===== config.mk =====
export PLATFORM = sky130hd
export DESIGN_NAME = vga_frame_driver
export DESIGN_NICKNAME = d
export VERILOG_FILES = /design/src/rtl/vga_frame_driver.sv
export SDC_FILE = /design/constraint.sdc
export NUM_CORES = 1
export LEC_CHECK = 0
export ABC_AREA = 1
export CORE_MARGIN = 10
export CORE_UTILIZATION = 45
export CTS_CLUSTER_SIZE = 10
export DETAILED_ROUTE_END_ITERATION = 10
export HOLD_SLACK_MARGIN = 0.08
export PLACE_DENSITY_LB_ADDON = 0.3
export SETUP_SLACK_MARGIN = 0.3
export SLEW_MARGIN = 20
export SYNTH_ARGS = -nofsm -noshare
export SYNTH_HDL_FRONTEND = slang
export SYNTH_SLANG_ARGS = --single-unit

===== constraint.sdc =====
create_clock -name Clk -period 2.2 [get_ports Clk]
set_clock_uncertainty 0.15 [all_clocks]
set_input_delay 0.33 -clock Clk [delete_from_list [all_inputs] [get_ports Clk]]
set_output_delay 0.33 -clock Clk [all_outputs]
set_load 0.03 [all_outputs]

===== src/rtl/vga_frame_driver.sv =====
// VGA raster source: DrawX/DrawY counters, sync/blank decode, a delay line matching the
// colour pipeline latency, registered DAC pins and one-cycle frame/line strobes.
module vga_frame_driver #(
  parameter int H_VISIBLE  = 640,
  parameter int H_FP       = 16,
  parameter int H_SYNC     = 96,
  parameter int H_BP       = 48,
  parameter int V_VISIBLE  = 480,
  parameter int V_FP       = 10,
  parameter int V_SYNC     = 2,
  parameter int V_BP       = 33,
  parameter int PIPE_DELAY = 2
) (
  input  logic        Clk,
  input  logic        Reset_n,
  input  logic        pix_en,
  input  logic [23:0] RGB_in,
  output logic [9:0]  DrawX,
  output logic [9:0]  DrawY,
  output logic        VGA_HS,
  output logic        VGA_VS,
  output logic        VGA_BLANK_N,
  output logic        VGA_SYNC_N,
  output logic [7:0]  VGA_R,
  output logic [7:0]  VGA_G,
  output logic [7:0]  VGA_B,
  output logic        frame_start,
  output logic        line_start
);

  localparam logic [9:0] H_LAST = 10'(H_VISIBLE + H_FP + H_SYNC + H_BP - 1);
  localparam logic [9:0] V_LAST = 10'(V_VISIBLE + V_FP + V_SYNC + V_BP - 1);
  localparam logic [9:0] H_VIS  = 10'(H_VISIBLE);
  localparam logic [9:0] V_VIS  = 10'(V_VISIBLE);
  localparam logic [9:0] HS_BEG = 10'(H_VISIBLE + H_FP);
  localparam logic [9:0] HS_END = 10'(H_VISIBLE + H_FP + H_SYNC - 1);
  localparam logic [9:0] VS_BEG = 10'(V_VISIBLE + V_FP);
  localparam logic [9:0] VS_END = 10'(V_VISIBLE + V_FP + V_SYNC - 1);

  typedef struct packed {
    logic vis;
    logic hs;
    logic vs;
  } ctl_t;

  // Idle/blanked control word: not visible, both syncs inactive (high).
  localparam ctl_t CTL_IDLE = 3'b011;

  function automatic logic [23:0] gate_rgb(input logic vis, input logic [23:0] rgb);
    return vis ? rgb : 24'h000000;
  endfunction

  logic line_wrap;
  logic frame_wrap;
  ctl_t ctl_p0;
  ctl_t ctl_dly;

  assign line_wrap  = (DrawX == H_LAST);
  assign frame_wrap = line_wrap && (DrawY == V_LAST);
  assign VGA_SYNC_N = 1'b0;

  // Stage p0: raster counters and combinational decode of the current count
  always_ff @(posedge Clk or negedge Reset_n) begin
    if (!Reset_n) begin
      DrawX <= '0;
      DrawY <= '0;
    end else if (pix_en) begin
      DrawX <= line_wrap ? '0 : DrawX + 10'd1;
      if (line_wrap)
        DrawY <= frame_wrap ? '0 : DrawY + 10'd1;
    end
  end

  // Strobes fire in the Clk that follows the wrapping pix_en edge, and only that one.
  always_ff @(posedge Clk or negedge Reset_n) begin
    if (!Reset_n) begin
      line_start  <= 1'b0;
      frame_start <= 1'b0;
    end else begin
      line_start  <= pix_en && line_wrap;
      frame_start <= pix_en && frame_wrap;
    end
  end

  always_comb begin
    ctl_p0     = CTL_IDLE;
    ctl_p0.vis = (DrawX < H_VIS) && (DrawY < V_VIS);
    ctl_p0.hs  = !((DrawX >= HS_BEG) && (DrawX <= HS_END));
    ctl_p0.vs  = !((DrawY >= VS_BEG) && (DrawY <= VS_END));
  end

  // Stage p1: delay line matching the colour_mapper latency
  if (PIPE_DELAY == 0) begin : g_bypass
    assign ctl_dly = ctl_p0;
  end else begin : g_delay
    ctl_t sr_p1 [PIPE_DELAY];

    always_ff @(posedge Clk or negedge Reset_n) begin
      if (!Reset_n) begin
        for (int i = 0; i < PIPE_DELAY; i++)
          sr_p1[i] <= CTL_IDLE;
      end else if (pix_en) begin
        sr_p1[0] <= ctl_p0;
        for (int i = 1; i < PIPE_DELAY; i++)
          sr_p1[i] <= sr_p1[i-1];
      end
    end

    assign ctl_dly = sr_p1[PIPE_DELAY-1];
  end

  // Stage p2: registered DAC pins, colour gated by the aligned visible flag
  always_ff @(posedge Clk or negedge Reset_n) begin
    if (!Reset_n) begin
      VGA_HS                <= 1'b1;
      VGA_VS                <= 1'b1;
      VGA_BLANK_N           <= 1'b0;
      {VGA_R, VGA_G, VGA_B} <= 24'h000000;
    end else if (pix_en) begin
      VGA_HS                <= ctl_dly.hs;
      VGA_VS                <= ctl_dly.vs;
      VGA_BLANK_N           <= ctl_dly.vis;
      {VGA_R, VGA_G, VGA_B} <= gate_rgb(ctl_dly.vis, RGB_in);
    end
  end

endmodule


After elaboration in Yosys (flattened, before gate mapping). Cells that the tools add are included.

Output and inout port bits: 50. Logic and storage cells: 38. Latch bits: 0. Memories kept: 0. Input port bits: 27. Flip-flop bits (word level): 55. RAM bits: 0. ROM bits: 0.

Mux-type cells: 3. Bitwise gates (word level): 0. Shift-type cells: 0. $mul: 0. Add/sub/neg operators: 2. Div/mod/pow operators: 0. Equality and inequality tests: 2. Reductions and logical operators: 9. Magnitude comparators: 6.

Operators by type and width (number): $mux W24 (1); $add A10 B1 Y10 const B (2); $eq A10 B10 Y1 const B (2); $mux W10 (2); $ge A10 B10 Y1 const B (1); $ge A10 B9 Y1 const B (1); $le A10 B10 Y1 const B (1); $le A10 B9 Y1 const B (1); $lt A10 B10 Y1 const B (1); $lt A10 B9 Y1 const B (1); $logic_and A1 B1 Y1 (6); $logic_not A1 Y1 (2); $reduce_and A2 Y1 (1).

Logic depth before layout (Yosys ltp).
Depth in word-level cells: 3. Depth in mapped cells: 9. Gate-level depth less buffers: 9.

Least setup slack after synthesis. Ideal clock, no wire load.

Path type: register to register. From: register DrawX[0]. To: register DrawX[5]. Clock period less this slack: 1785 ps. Required time: 1926 ps. Library setup time: 124 ps. Slack: 415 ps. Stages on the path, launching flop included: 9. Buffers on the path: 0. Arrival: 1510 ps. Path through: dfrtp_1 > ha_1 > nand2_2 > nor2_4 > nand2_1 > nor2_2 > nand2_2 > o21ai_0 > a21oi_1.

Longest elaborated chain between the ends: 2. Elaborated cells on any way between the ends: 3. Those cells by class: add/sub: 1; eq/ne: 1; mux: 1.

RTL lines: from (decl) (RTL line 18) `output logic [9:0] DrawX,`; from (signal assigned) (RTL line 68) `DrawX <= line_wrap ? '0 : DrawX + 10'd1;`; $add A10 B1 Y10 / $eq A10 B10 Y1 (equally long branches) (RTL line 68, 58); $mux W10 * (RTL line 68).

Every way passes the cells marked *; elsewhere a longest branch is shown, timed or not. A chain may end at the register's enable or synchronous reset.

Worst setup path in the final report.
From: register VGA_R[0]. To: output port VGA_R[0].

RTL lines: from (decl) (RTL line 24) `output logic [7:0] VGA_R,`; from (signal assigned) (RTL line 123) `{VGA_R, VGA_G, VGA_B} <= gate_rgb(ctl_dly.vis, RGB_in);`.

No word-level cell between the ends.

==> flow_summary.toml <==
[status]
status = "finished clean"

[timing]
fin_ws_ns = 0.371
hold_violations = 0
setup_viol = 0
min_period_ns = 1.83
slew_viol_final = 0
fmax_ghz = 0.547
period_share_pct = 83.1
rsz0062_at_grt = "false"
tns_ns = 0

[drt]
dr_total_vias = 2325
ant_nets = 0
drc_errors = 0
drtPass1Iterations = 4
wirelength_um = 6520
wl_per_cell_um = 13.9
viasPerCell = 4.96
drtIter0Drc = 104

[logic_synthesis]
ys_types = 31
syn_area_mm2 = 0.00265
ys_seq_area_share_pct = 52.2
synth.yosys.warnings = 0
syn_nets = 352
postSynthCellCount = 321
synth-seq-cells = 55
synth_area_per_cell_um2 = 8.26

[grt]
antenna_found_initial = 0
gr-total-overflow = 0
grt_max_degree = 35
grt_pass1_vias = 2125
grt_pass1_wl_um = 10800
grtUsageTotal_pct = 13.4

[critical_path]
critPathMaxFanout = 2
crit_buf_inv = 1
crit_required_ns = 1.72
r2r_setup_slack_ns = 0.48
path_cells = "clkdlybuf4s50_1"
worstSetupPathType = "flop to output pin"
worst-r2r-cell-count = 8
endpoint = "VGA_R[0]"
max_stage_delay_ns = 0.69
startpoint_type = "flop"
worst_setup_path_end_kind = "output pin"
rr_startpoint = "DrawX[0]$_DFFE_PN0P_"
path_depth = 1
critical_path.slowest_cell = "clkdlybuf4s50_1"
crit_arrival_ns = 1.35
r2r_end = "DrawX[5]$_DFFE_PN0P_"
cp-startpoint = "VGA_R[0]$_DFFE_PN0P_"
crit_family = "buffers and inverters"

[cts]
clk_pin_slew_worst_paths_ns = 0.09
cts_sinks = 55
numCtsBuffers = 5
cts_root_buf = "clkbuf_8"
cts_setup_buffers = 0
clockBufferDepth = 2
cts_max_level = 2
cts_tree = "done"
worstSkewPairLatency_ns = 0.30

[worst_hold_path]
min_path_type = "input pin to asynchronous set/reset pin"

[pwr]
p_per_area_mw_per_mm2 = 723
power.switching_uw = 918
swShare_pct = 35.9
p_leak_uw = 0.00178
comb_power_share_pct = 29.9
peakVddDrop_mv = 0.527
seqPwrFrac_pct = 49.5
clkPwrFrac_pct = 20.7
p_int_uw = 1640
power_uw = 2550

[layout]
nNetsFinal = 427
final_cell_mix = "113 x nand2_1, 52 x clkdlybuf4s50_1, 47 x dfrtp_1, 42 x nand3_1"
layout_commonest_cell = "nand2_1"
layout-drive-gt1-share_pct = 8.56
n_antenna_cell = 0
syn2layout_area_growth_pct = 33.2

[die]
dieWidth_um = 96.8
rows = 27
core-area_mm2 = 0.00561
io_pins = 77
start_util_pct = 47.3
die_h_um = 96.8
die-area_mm2 = 0.00937

[placement]
dp_slack_ns = 0.178
dp.final_hpwl_um = 4900
gp_congestion = 0.861
place.port_buffers = 75

[run]
maxCapViolCount = 0
## through the flow
step / cells / hold slack, ns / instance area [µm²] / utilization (%)
after detailed placement: 460 / 0.103 / 3460 / 61.7
after CTS: 469 / 0.307 / 3530 / 62.9
after global routing: 469 / 0.318 / 3530 / 63.0
after global placement: 460 / 0.0971 / 3460 / 61.7
final: 469 / 0.304 / 3530 / 63.0
after floorplan: 321 / -0.116 / 2650 / -
## registers in the layout (all words and copies together) (netlist names), 3 cells and up
name / count
DrawX: 10
DrawY: 10
VGA_B: 8
VGA_G: 8
VGA_R: 8
ctl_dly: 3
g_delay.sr_p1: 3
## per-layer routing
metal,GRT usage [%],share of wire (%),vias to the layer above
met5,0,0,-
met1,18.2,49,1075
met4,2.59,0.66,0
met2,20.1,44,73
li1,-,-,1171
met3,4.47,6.7,6
## cells in the mapped netlist
library cell	number	area (µm²)
nand3_1	42	210
nor2_8	1	20.0
nand3_4	1	17.5
o21ai_0	9	45.0
inv_1	21	78.8
dfstp_2	6	158
nor2_2	1	6.26
nor2_1	21	78.8
nor2_4	1	11.3
nand2_2	4	25.0
nand3b_1	1	7.51
nand4_1	7	43.8
buf_2	2	10.0
ha_1	4	50.1
nor3_2	1	10.0
clkbuf_1	9	33.8
a31o_2	1	8.76
o21ai_1	1	5.00
conb_1	1	3.75
dfrtp_1	49	1230
o21a_1	1	7.51
xnor2_1	2	17.5
buf_4	2	15.0
nor3_1	6	30.0
clkinv_1	1	3.75
xor2_1	7	61.3
inv_2	1	3.75
a21oi_1	3	15.0
nand2_1	113	424
buf_8	1	15.0
nand3_2	1	10.0
## power by group through the flow
stage	combinational [µW]	sequential (µW)	clock, µW
finish	763	1260	528
global route	823	1280	595
CTS	777	1260	550
detailed placement	810	1280	0
global placement	801	1280	0
floorplan	244	1470	0
## final cells by class
cell class              count  area [µm²]
repair buffers             82         777
well taps                  72        90.1
inverters                  23        86.3
clock buffers               6        72.6
clock inverters             2        12.5
multi-input cells         229        1110
fillers                   507        2070
flip-flops and latches     55        1390
## worst min-delay path by stage
| stage | startpoint | to | slack (ns) | cells past startpoint |
|---|---|---|---|---|
| 2_1_floorplan | Reset_n | DrawX[0]$_DFFE_PN0P_ | -0.12 | 0 |
| 3_3_place_gp | Reset_n | VGA_B[7]$_DFFE_PN0P_ | 0.1 | 1 |
| 3_5_place_dp | Reset_n | VGA_B[7]$_DFFE_PN0P_ | 0.10 | 1 |
| 4_1_cts | Reset_n | VGA_B[7]$_DFFE_PN0P_ | 0.31 | 2 |
| 5_1_grt | Reset_n | VGA_B[7]$_DFFE_PN0P_ | 0.32 | 2 |
| 6_report | Reset_n | VGA_B[7]$_DFFE_PN0P_ | 0.30 | 2 |
## cells by family after synthesis
kind of cell / count (synthesis) / synth area share [%]
simple gates: 200 / 33.7
flops: 55 / 52.2
buf+inv: 37 / 6.04
compound gates: 15 / 3.07
xor+xnor: 9 / 2.97
fa+ha+maj: 4 / 1.89
other cells: 1 / 0.141
## what timing repair did
item / CTS / global route
hold buffers: 1 / 0
resized for setup: 21 / 3
hold endpoints to repair: 13 / 0
setup endpoints to repair: 21 / 3
cloned: 0 / 0
Power figures use the tool's default switching activity.
